==> src/rtl/pe_seq_unit.sv <==
// Instruction sequencer for a vector PE: walks an async-read instruction ROM, forms
// loop-relative operand addresses, issues PE commands and collects PE results for write-back.
module pe_seq_unit #(
  parameter int PE_ELEMENTS = 4,
  parameter int DATA_LEN    = 32,
  parameter int PC_LEN      = 12,
  parameter int OPCODE_LEN  = 4,
  parameter int DRAM_DEPTH  = 512,
  parameter int INST_LEN    = 16,
  localparam int DRAM_ADDR_WIDTH = $clog2(DRAM_DEPTH),
  localparam int VEC_W = PE_ELEMENTS * DATA_LEN
) (
  input  logic                       clk,
  input  logic                       rstn,
  input  logic                       start,
  input  logic                       stall,
  output logic [PC_LEN-1:0]          inst_read_addr,
  input  logic [INST_LEN-1:0]        inst_read_data,
  output logic [DRAM_ADDR_WIDTH-1:0] ram_a_read_addr,
  output logic [DRAM_ADDR_WIDTH-1:0] ram_b_read_addr,
  input  logic [VEC_W-1:0]           ram_a_read_data,
  input  logic [VEC_W-1:0]           ram_b_read_data,
  output logic [VEC_W-1:0]           data_a,
  output logic [VEC_W-1:0]           data_b,
  output logic [3:0]                 pe_opcode,
  input  logic                       pe_stage_1_valid,
  input  logic [VEC_W-1:0]           pe_stage_1_output,
  input  logic                       pe_stage_2_valid,
  input  logic [DATA_LEN-1:0]        pe_stage_2_output,
  input  logic                       store_result,
  output logic                       ram_result_wr_en,
  output logic [DRAM_ADDR_WIDTH-1:0] ram_result_write_addr,
  output logic [VEC_W-1:0]           ram_result_write_data,
  output logic                       busy,
  output logic                       done
);

  typedef enum logic [1:0] {IDLE, RUN, DONE} state_e;

  localparam logic [OPCODE_LEN-1:0] OP_ADD          = OPCODE_LEN'(3);
  localparam logic [OPCODE_LEN-1:0] OP_SUB          = OPCODE_LEN'(4);
  localparam logic [OPCODE_LEN-1:0] OP_MUL          = OPCODE_LEN'(5);
  localparam logic [OPCODE_LEN-1:0] OP_DOTP         = OPCODE_LEN'(6);
  localparam logic [OPCODE_LEN-1:0] OP_STORE_S1     = OPCODE_LEN'(7);
  localparam logic [OPCODE_LEN-1:0] OP_STORE_S2     = OPCODE_LEN'(8);
  localparam logic [OPCODE_LEN-1:0] OP_STORE_RESULT = OPCODE_LEN'(9);
  localparam logic [OPCODE_LEN-1:0] OP_STOP         = OPCODE_LEN'(10);
  localparam logic [OPCODE_LEN-1:0] OP_LOOP_BEGIN   = OPCODE_LEN'(11);
  localparam logic [OPCODE_LEN-1:0] OP_LOOP_END     = OPCODE_LEN'(12);

  state_e                     state_q, state_d;
  logic [PC_LEN-1:0]          pc_q, pc_d, loop_start_q, loop_start_d;
  logic [DRAM_ADDR_WIDTH-1:0] offset_q, offset_d, loop_cnt_q, loop_cnt_d;
  logic [DRAM_ADDR_WIDTH-1:0] res_addr_q, res_addr_d;
  logic [VEC_W-1:0]           result_q, result_d;
  logic                       s2v_q;
  logic [OPCODE_LEN-1:0]      opcode;
  logic [DRAM_ADDR_WIDTH-1:0] operand, eff_addr;

  assign opcode   = inst_read_data[OPCODE_LEN-1:0];
  assign operand  = inst_read_data[OPCODE_LEN+DRAM_ADDR_WIDTH-1:OPCODE_LEN];
  // DRAM_DEPTH is a power of two, so the natural adder wrap gives the modulo
  assign eff_addr = operand + offset_q;

  generate
    if (INST_LEN > OPCODE_LEN + DRAM_ADDR_WIDTH) begin : g_spare_bits
      logic unused_inst_bits;
      assign unused_inst_bits = ^inst_read_data[INST_LEN-1:OPCODE_LEN+DRAM_ADDR_WIDTH];
    end
  endgenerate

  always_comb begin
    state_d      = state_q;
    pc_d         = pc_q;
    offset_d     = offset_q;
    loop_start_d = loop_start_q;
    loop_cnt_d   = loop_cnt_q;
    res_addr_d   = res_addr_q;
    pe_opcode    = 4'd0;
    case (state_q)
      IDLE: begin
        if (start) begin
          state_d  = RUN;
          pc_d     = '0;
          offset_d = '0;
        end
      end
      RUN: begin
        if (!stall) begin
          pc_d = pc_q + PC_LEN'(1);
          case (opcode)
            OP_ADD:      pe_opcode = 4'd1;
            OP_SUB:      pe_opcode = 4'd2;
            OP_MUL:      pe_opcode = 4'd3;
            OP_DOTP:     pe_opcode = 4'd4;
            OP_STORE_S1: pe_opcode = 4'd5;
            OP_STORE_S2: pe_opcode = 4'd6;
            OP_STORE_RESULT: begin
              pe_opcode  = 4'd7;
              res_addr_d = eff_addr;
            end
            OP_STOP: begin
              pe_opcode = 4'd8;
              pc_d      = pc_q;
              state_d   = DONE;
            end
            OP_LOOP_BEGIN: begin
              loop_start_d = pc_q + PC_LEN'(1);
              loop_cnt_d   = (operand == '0) ? DRAM_ADDR_WIDTH'(1) : operand;
            end
            OP_LOOP_END: begin
              // Each taken iteration bumps the offset so the body walks consecutive addresses
              if (loop_cnt_q > DRAM_ADDR_WIDTH'(1)) begin
                loop_cnt_d = loop_cnt_q - DRAM_ADDR_WIDTH'(1);
                offset_d   = offset_q + DRAM_ADDR_WIDTH'(1);
                pc_d       = loop_start_q;
              end else begin
                offset_d = '0;
              end
            end
            default: ;
          endcase
        end
      end
      DONE:    state_d = IDLE;
      default: state_d = IDLE;
    endcase
  end

  // Stage-1 loads all lanes; a delayed stage-2 valid shifts a scalar into lane 0
  always_comb begin
    result_d = result_q;
    if (!store_result) begin
      if (pe_stage_1_valid) begin
        result_d = pe_stage_1_output;
      end else if (s2v_q) begin
        result_d = {result_q[VEC_W-DATA_LEN-1:0], pe_stage_2_output};
      end
    end
  end

  always_ff @(posedge clk or negedge rstn) begin
    if (!rstn) begin
      state_q      <= IDLE;
      pc_q         <= '0;
      offset_q     <= '0;
      loop_start_q <= '0;
      loop_cnt_q   <= '0;
      res_addr_q   <= '0;
      result_q     <= '0;
      s2v_q        <= 1'b0;
    end else begin
      state_q      <= state_d;
      pc_q         <= pc_d;
      offset_q     <= offset_d;
      loop_start_q <= loop_start_d;
      loop_cnt_q   <= loop_cnt_d;
      res_addr_q   <= res_addr_d;
      result_q     <= result_d;
      s2v_q        <= pe_stage_2_valid;
    end
  end

  assign inst_read_addr        = pc_q;
  assign ram_a_read_addr       = eff_addr;
  assign ram_b_read_addr       = eff_addr;
  assign data_a                = ram_a_read_data;
  assign data_b                = ram_b_read_data;
  assign ram_result_wr_en      = store_result;
  assign ram_result_write_addr = res_addr_q;
  assign ram_result_write_data = result_q;
  assign busy                  = (state_q == RUN);
  assign done                  = (state_q == DONE);

endmodule

==> config.mk <==
export PLATFORM = sky130hd
export DESIGN_NAME = pe_seq_unit
export DESIGN_NICKNAME = d
export VERILOG_FILES = /design/src/rtl/pe_seq_unit.sv
export SDC_FILE = /design/constraint.sdc
export NUM_CORES = 1
export LEC_CHECK = 0
export ABC_AREA = 1
export CORE_AREA = 5 5 333 335
export DETAILED_ROUTE_END_ITERATION = 10
export DIE_AREA = 0 0 338 340
export HOLD_SLACK_MARGIN = 0.1
export SLEW_MARGIN = 20
export SYNTH_ARGS = -nofsm -noshare
export SYNTH_HDL_FRONTEND = slang
export SYNTH_SLANG_ARGS = --single-unit
==> constraint.sdc <==
create_clock -name clk -period 1.85 [get_ports clk]
set_input_delay 0.37 -clock clk [delete_from_list [all_inputs] [get_ports clk]]
set_output_delay 0.37 -clock clk [all_outputs]
set_load 0.02 [all_outputs]
## Word-level counts from Yosys, hierarchy flattened

Cells that the tools add are included.
Widths: inputs -> output; s select.

| cells by class | value |
|---|---|
| $lt $le $gt $ge | 1 |
| bitwise logic cells | 2 |
| multiplexer cells | 22 |
| reductions and logical operators | 12 |
| add/subtract/negate cells | 4 |
| equal/unequal tests | 18 |

Operators with widths:

| operator | number |
|---|---|
| $mux 128 | 2 |
| $mux 9 | 6 |
| $pmux 12 s2 | 2 |
| $mux 12 | 3 |
| $pmux 9 s2 | 2 |
| $pmux 4 s8 | 1 |
| $eq 4x4->1 const B | 5 |
| $eq 4x3->1 const B | 4 |
| $add 12x1->12 const B | 1 |
| $reduce_and 4->1 | 3 |
| $add 9x1->9 const B | 1 |
| $add 9x9->9 | 1 |
| $gt 9x1->1 const B | 1 |
| $logic_not 9->1 | 1 |
| $reduce_and 3->1 | 3 |
| $sub 9x1->9 const B | 1 |
| $mux 4 | 2 |
| $ne 2x2->1 const B | 4 |
| $mux 2 | 3 |
| $reduce_bool 2->1 | 3 |
| $eq 4x2->1 const B | 1 |
| $ne 2x1->1 const B | 2 |
| $pmux 2 s2 | 1 |
| $eq 2x1->1 const B | 1 |
| 4 further kinds | 5 |

| word-level totals | value |
|---|---|
| logic and storage cells | 67 |
| input port bits | 439 |
| flip-flop bits (word level) | 182 |
| output and inout bits | 430 |

## Longest topological paths before layout

| depth | value |
|---|---|
| depth after elaboration | 5 |
| gate-level depth with buffers | 10 |
| depth with buffers taken out | 10 |

## Worst setup path before layout

Ideal clock, no wire load.

| timing | value |
|---|---|
| kind | register to output |
| from | register offset_q[0] |
| to | output port ram_b_read_addr[4] |
| arrival time | 1.835 ns |
| slack | -0.355 ns |
| stages on the path, launching flop included | 7 |
| path buffers | 1 |
| cells stage by stage | dfrtp_1 -> ha_1 -> fa_1 -> nand3_1 -> nand2_1 -> xor2_1 -> buf_4 |

| on the way | value |
|---|---|
| longest elaborated chain between the ends | 1 |

Ends and longest elaborated chain:

| what | line | text |
|---|---|---|
| start, declared | 53 | `logic [DRAM_ADDR_WIDTH-1:0] offset_q, offset_d, loop_cnt_q, loop_cnt_d;` |
| start signal, assigned | 155 | `offset_q <= offset_d;` |
| $add 9x9->9 | 63 | `assign eff_addr = operand + offset_q;` |
| end, declared | 20 | `output logic [DRAM_ADDR_WIDTH-1:0] ram_b_read_addr,` |

Every way passes these cells.

## Worst setup path in the final report

| timing | value |
|---|---|
| from | register offset_q[0] |
| to | output port ram_a_read_addr[6] |

| on the way | value |
|---|---|
| longest elaborated chain between the ends | 1 |

Ends and longest elaborated chain:

| what | line | text |
|---|---|---|
| $add 9x9->9 | 63 |  |
| end, declared | 19 | `output logic [DRAM_ADDR_WIDTH-1:0] ram_a_read_addr,` |

Every way passes these cells.

==> out/qor.yml <==
floorplanning:
  die_area_um2: 115000
  die_h_um: 340
  die_x_um: 338
  io-pin-count: 869
  rows: 121
  coreArea_um2: 108000
  initial_core_util: 0.109
timing:
  final.period_utilization: 1.42
  fin_crit_ns: 2.63
  worst_slack_ns: -0.777
  setup_tns_ns: -10.89
  slew_viol_final: 0
  rsz0062_at_grt: "true"
  report.final.setup_viol: 20
  fin_worst_skew_ns: 0.0134
  tightest_slew_ns: 0.558
  fmax_mhz: 381
  hold_viol: 0
  hold_ws_ns: 0.324
  maxSlewHeadroom: 0.628
run_status:
  status: "finished with violations"
  violations: "negative setup slack"
clock_network:
  clock_sinks: 182
  cts_made_buffers: 17
  ctsRootBufferMaster: "clkbuf_16"
  cts_tree: "done"
  clk_latency_ns: 0.49
  clkSlewWorstSetupHoldPaths_ns: 0.09
  clock_path_buffers: 2
  cts-htree-levels: 4
setup_path:
  crit-reg2reg-launch: "offset_q[0]"
  worst_path_dominant_cell_family: "adder cells"
  path_class: "flop to output pin"
  cp_num_buf_inv: 2
  start_kind: "flop"
  worstSetupEndpointType: "output pin"
  path_max_fanout: 3
  worst_path_max_delay_cell: "dfrtp_1"
  crit_chain: "ha_4 > fa_2 > nand3_2 > nand2_4 > nand2_2 > nand3b_1 > and2_4 > buf_6 > buf_12"
  crit_required_ns: 1.48
  critPathMaxStageDelay_ns: 0.43
  r2r_slack_ns: -0.69
  rr_worst_depth: 16
  arrival_ns: 2.26
  r2r-end: "ram_result_write_addr[6]"
drt:
  first_pass_iters: 5
  wl_per_cell_um: 15.9
  drc: 0
  ant_nets: 0
  vias_per_cell: 3.29
  finalWirelength_um: 50700
  vias: 10500
  dr.first_iter.drc_count: 572
layout:
  area_growth_pct: 42.3
  regArea_um2: 4550
  nets: 2209
  drive_gt1_frac: 0.158
  post-route-util: 0.155
  design_area_um2: 16700
  fillerInstances: 12300
  multi_input_area_um2: 4430
global_route:
  grt_pass1_wl_um: 71000
  grt_pass1_vias: 10400
  grt_max_degree: 105
  grt.total_usage: 0.0854
  antenna_found_initial: 9
  globalRouteOverflowTotal: 0
pwr:
  power_leakage_uw: 0.00768
  power_switching_uw: 6540
  powerDensity_nw_per_um2: 969
  seqPwrFrac: 0.330
  combPwrFrac: 0.429
  p_clk_frac: 0.241
  max-vdd-ir-drop_uv: 512
  switching_share: 0.403
  internal-power_uw: 9670
min_path:
  hold_class: "input pin to flop"
  hold_depth: 1
  min_to: "s2v_q"
  holdCritStartpoint: "pe_stage_2_valid"
place:
  gp_congestion: 0.857
  dp_hpwl_um: 41100
  place_area_um2: 15800
  io_buffers: 353
  dp_slack_ns: -1.09
synthesis:
  synth_cells: 1577
  synth_top_area_frac: 0.387
  seq_area_frac_synth: 0.387
  avgSynthCellArea_um2: 7.46
  synth_nets: 2029
  syn_area_um2: 11800
  synthDistinctLibCells: 36
  ys.flop_type: "dfrtp_1"
  yosys_warnings: 0
  synth-seq-cells: 182
  synth_edf_count: 0
  synth_area_leader_cell: "dfrtp_1"
  synthTopCellsByArea: "dfrtp_1 (39%), buf_4 (18%), nand2_1 (11%)"
  async_flop_share: 1.00
job:
  max_cap_viol_count: 0
-- registers in the layout, indices dropped and copies added (netlist names) --
| signal | count |
|---|---|
| state_q | 2 |
| s2v_q | 1 |
| ram_result_write_data | 128 |
| inst_read_addr | 12 |
| ram_result_write_addr | 9 |
| loop_start_q | 12 |
| offset_q | 9 |
| loop_cnt_q | 9 |
-- worst reg2reg max path: stages, from the launching register on --
cell and delay (ns):
dfrtp_1 0.43, ha_4 0.19, fa_2 0.40, nand3_2 0.10
nand2_4 0.08, nand2_2 0.09, nand3b_1 0.10, buf_4 0.15
buf_6 0.10, buf_4 0.12, buf_4 0.12, buf_4 0.12
buf_4 0.12, buf_4 0.12, buf_4 0.12, nand3_2 0.06
nand2_1 0.05
-- layout make-up --
class,instances,area share
clock buffers,17,0.0254
repair buffers,494,0.280
well taps,1414,0.106
inverters,190,0.0432
flip-flops and latches,182,0.272
clock inverters,15,0.00905
multi-input cells,872,0.265
diodes,2,0.000299
-- repair_timing --
action,in CTS,in global routing
hold endpoints to repair,29,0
buffers inserted,21,13
resized for setup,284,34
pin swaps,8,13
endpoints found under the setup margin,163,36
cloned,0,1
hold buffers,1,0
-- metrics by stage --
stage / cells / total power (uW)
after floorplan: 1577 / 9500
final: 3186 / 16200
after detailed placement: 3119 / 12200
after global placement: 3119 / 12100
after CTS: 3173 / 16300
after global routing: 3184 / 17400
-- metal layers --
layer,global-route usage,vias to the layer above,wire [um]
met1,0.0997,4767,20900
li1,-,5046,-
met5,0.0123,-,216
met4,0.0389,8,1980
met3,0.0595,112,7560
met2,0.117,540,20100
-- cell usage after synthesis (4+ instances only) --
cell and n:
nand2_1 354, buf_4 282, dfrtp_1 182, inv_1 182, o21ai_0 176, nor2_1 105
a21oi_1 69, nand3_1 57, o211ai_1 32, buf_2 29, clkbuf_1 20, ha_1 12
nand3b_1 11, o21ai_1 10, nor2_2 7, inv_2 6, nand4_1 6, nand2_2 5
and2_1 4, xor2_1 4
-- worst max-delay path by stage --
stage	from	end	depth (start not counted)
6_report	offset_q[0]	ram_a_read_addr[6]	9
3_5_place_dp	inst_read_data[4]	ram_a_read_addr[8]	10
5_1_grt	offset_q[0]	ram_a_read_addr[6]	10
4_1_cts	offset_q[0]	ram_a_read_addr[6]	9
3_3_place_gp	inst_read_data[4]	ram_a_read_addr[8]	10
2_1_floorplan	offset_q[0]	ram_b_read_addr[8]	9
-- cells by family (layout without fill, tap and decap cells) --
kind of cell,Yosys count,in the layout,share of synthesized area
flops,182,182,0.387
buf+inv,523,716,0.261
xor+xnor,7,7,0.00521
compound gates,293,293,0.133
fa+ha+maj,13,13,0.0145
simple gates,559,559,0.199
other cells,0,2,0
-- cells in the final DEF (no fill, tap or decap), types with 7 or more instances in the layout --
master           synthesis  layout
buf_12                   0      17
dlygate4sd2_1            0     141
o211ai_1                32      32
inv_1                  182     178
ha_4                     0       7
o21ai_0                176     175
clkdlybuf4s50_1          0     174
nand3_1                 57      50
dfrtp_1                182     182
nor2_1                 105     103
nand2_2                  5       9
inv_2                    6       8
clkbuf_16                0      18
buf_4                  282     124
o21ai_1                 10      10
nand3b_1                11      11
nand2_1                354     344
buf_6                    2      28
a21oi_1                 69      67
-- power by group through the flow --
| stage | sequential [uW] | clock, uW | combinational [uW] |
|---|---|---|---|
| after global placement | 5410 | 0 | 6690 |
| final | 5350 | 3900 | 6960 |
| after detailed placement | 5430 | 0 | 6750 |
| after CTS | 5340 | 4170 | 6780 |
| after floorplan | 6030 | 0 | 3470 |
| after global routing | 5460 | 4280 | 7640 |
Power figures use the tool's default switching activity.
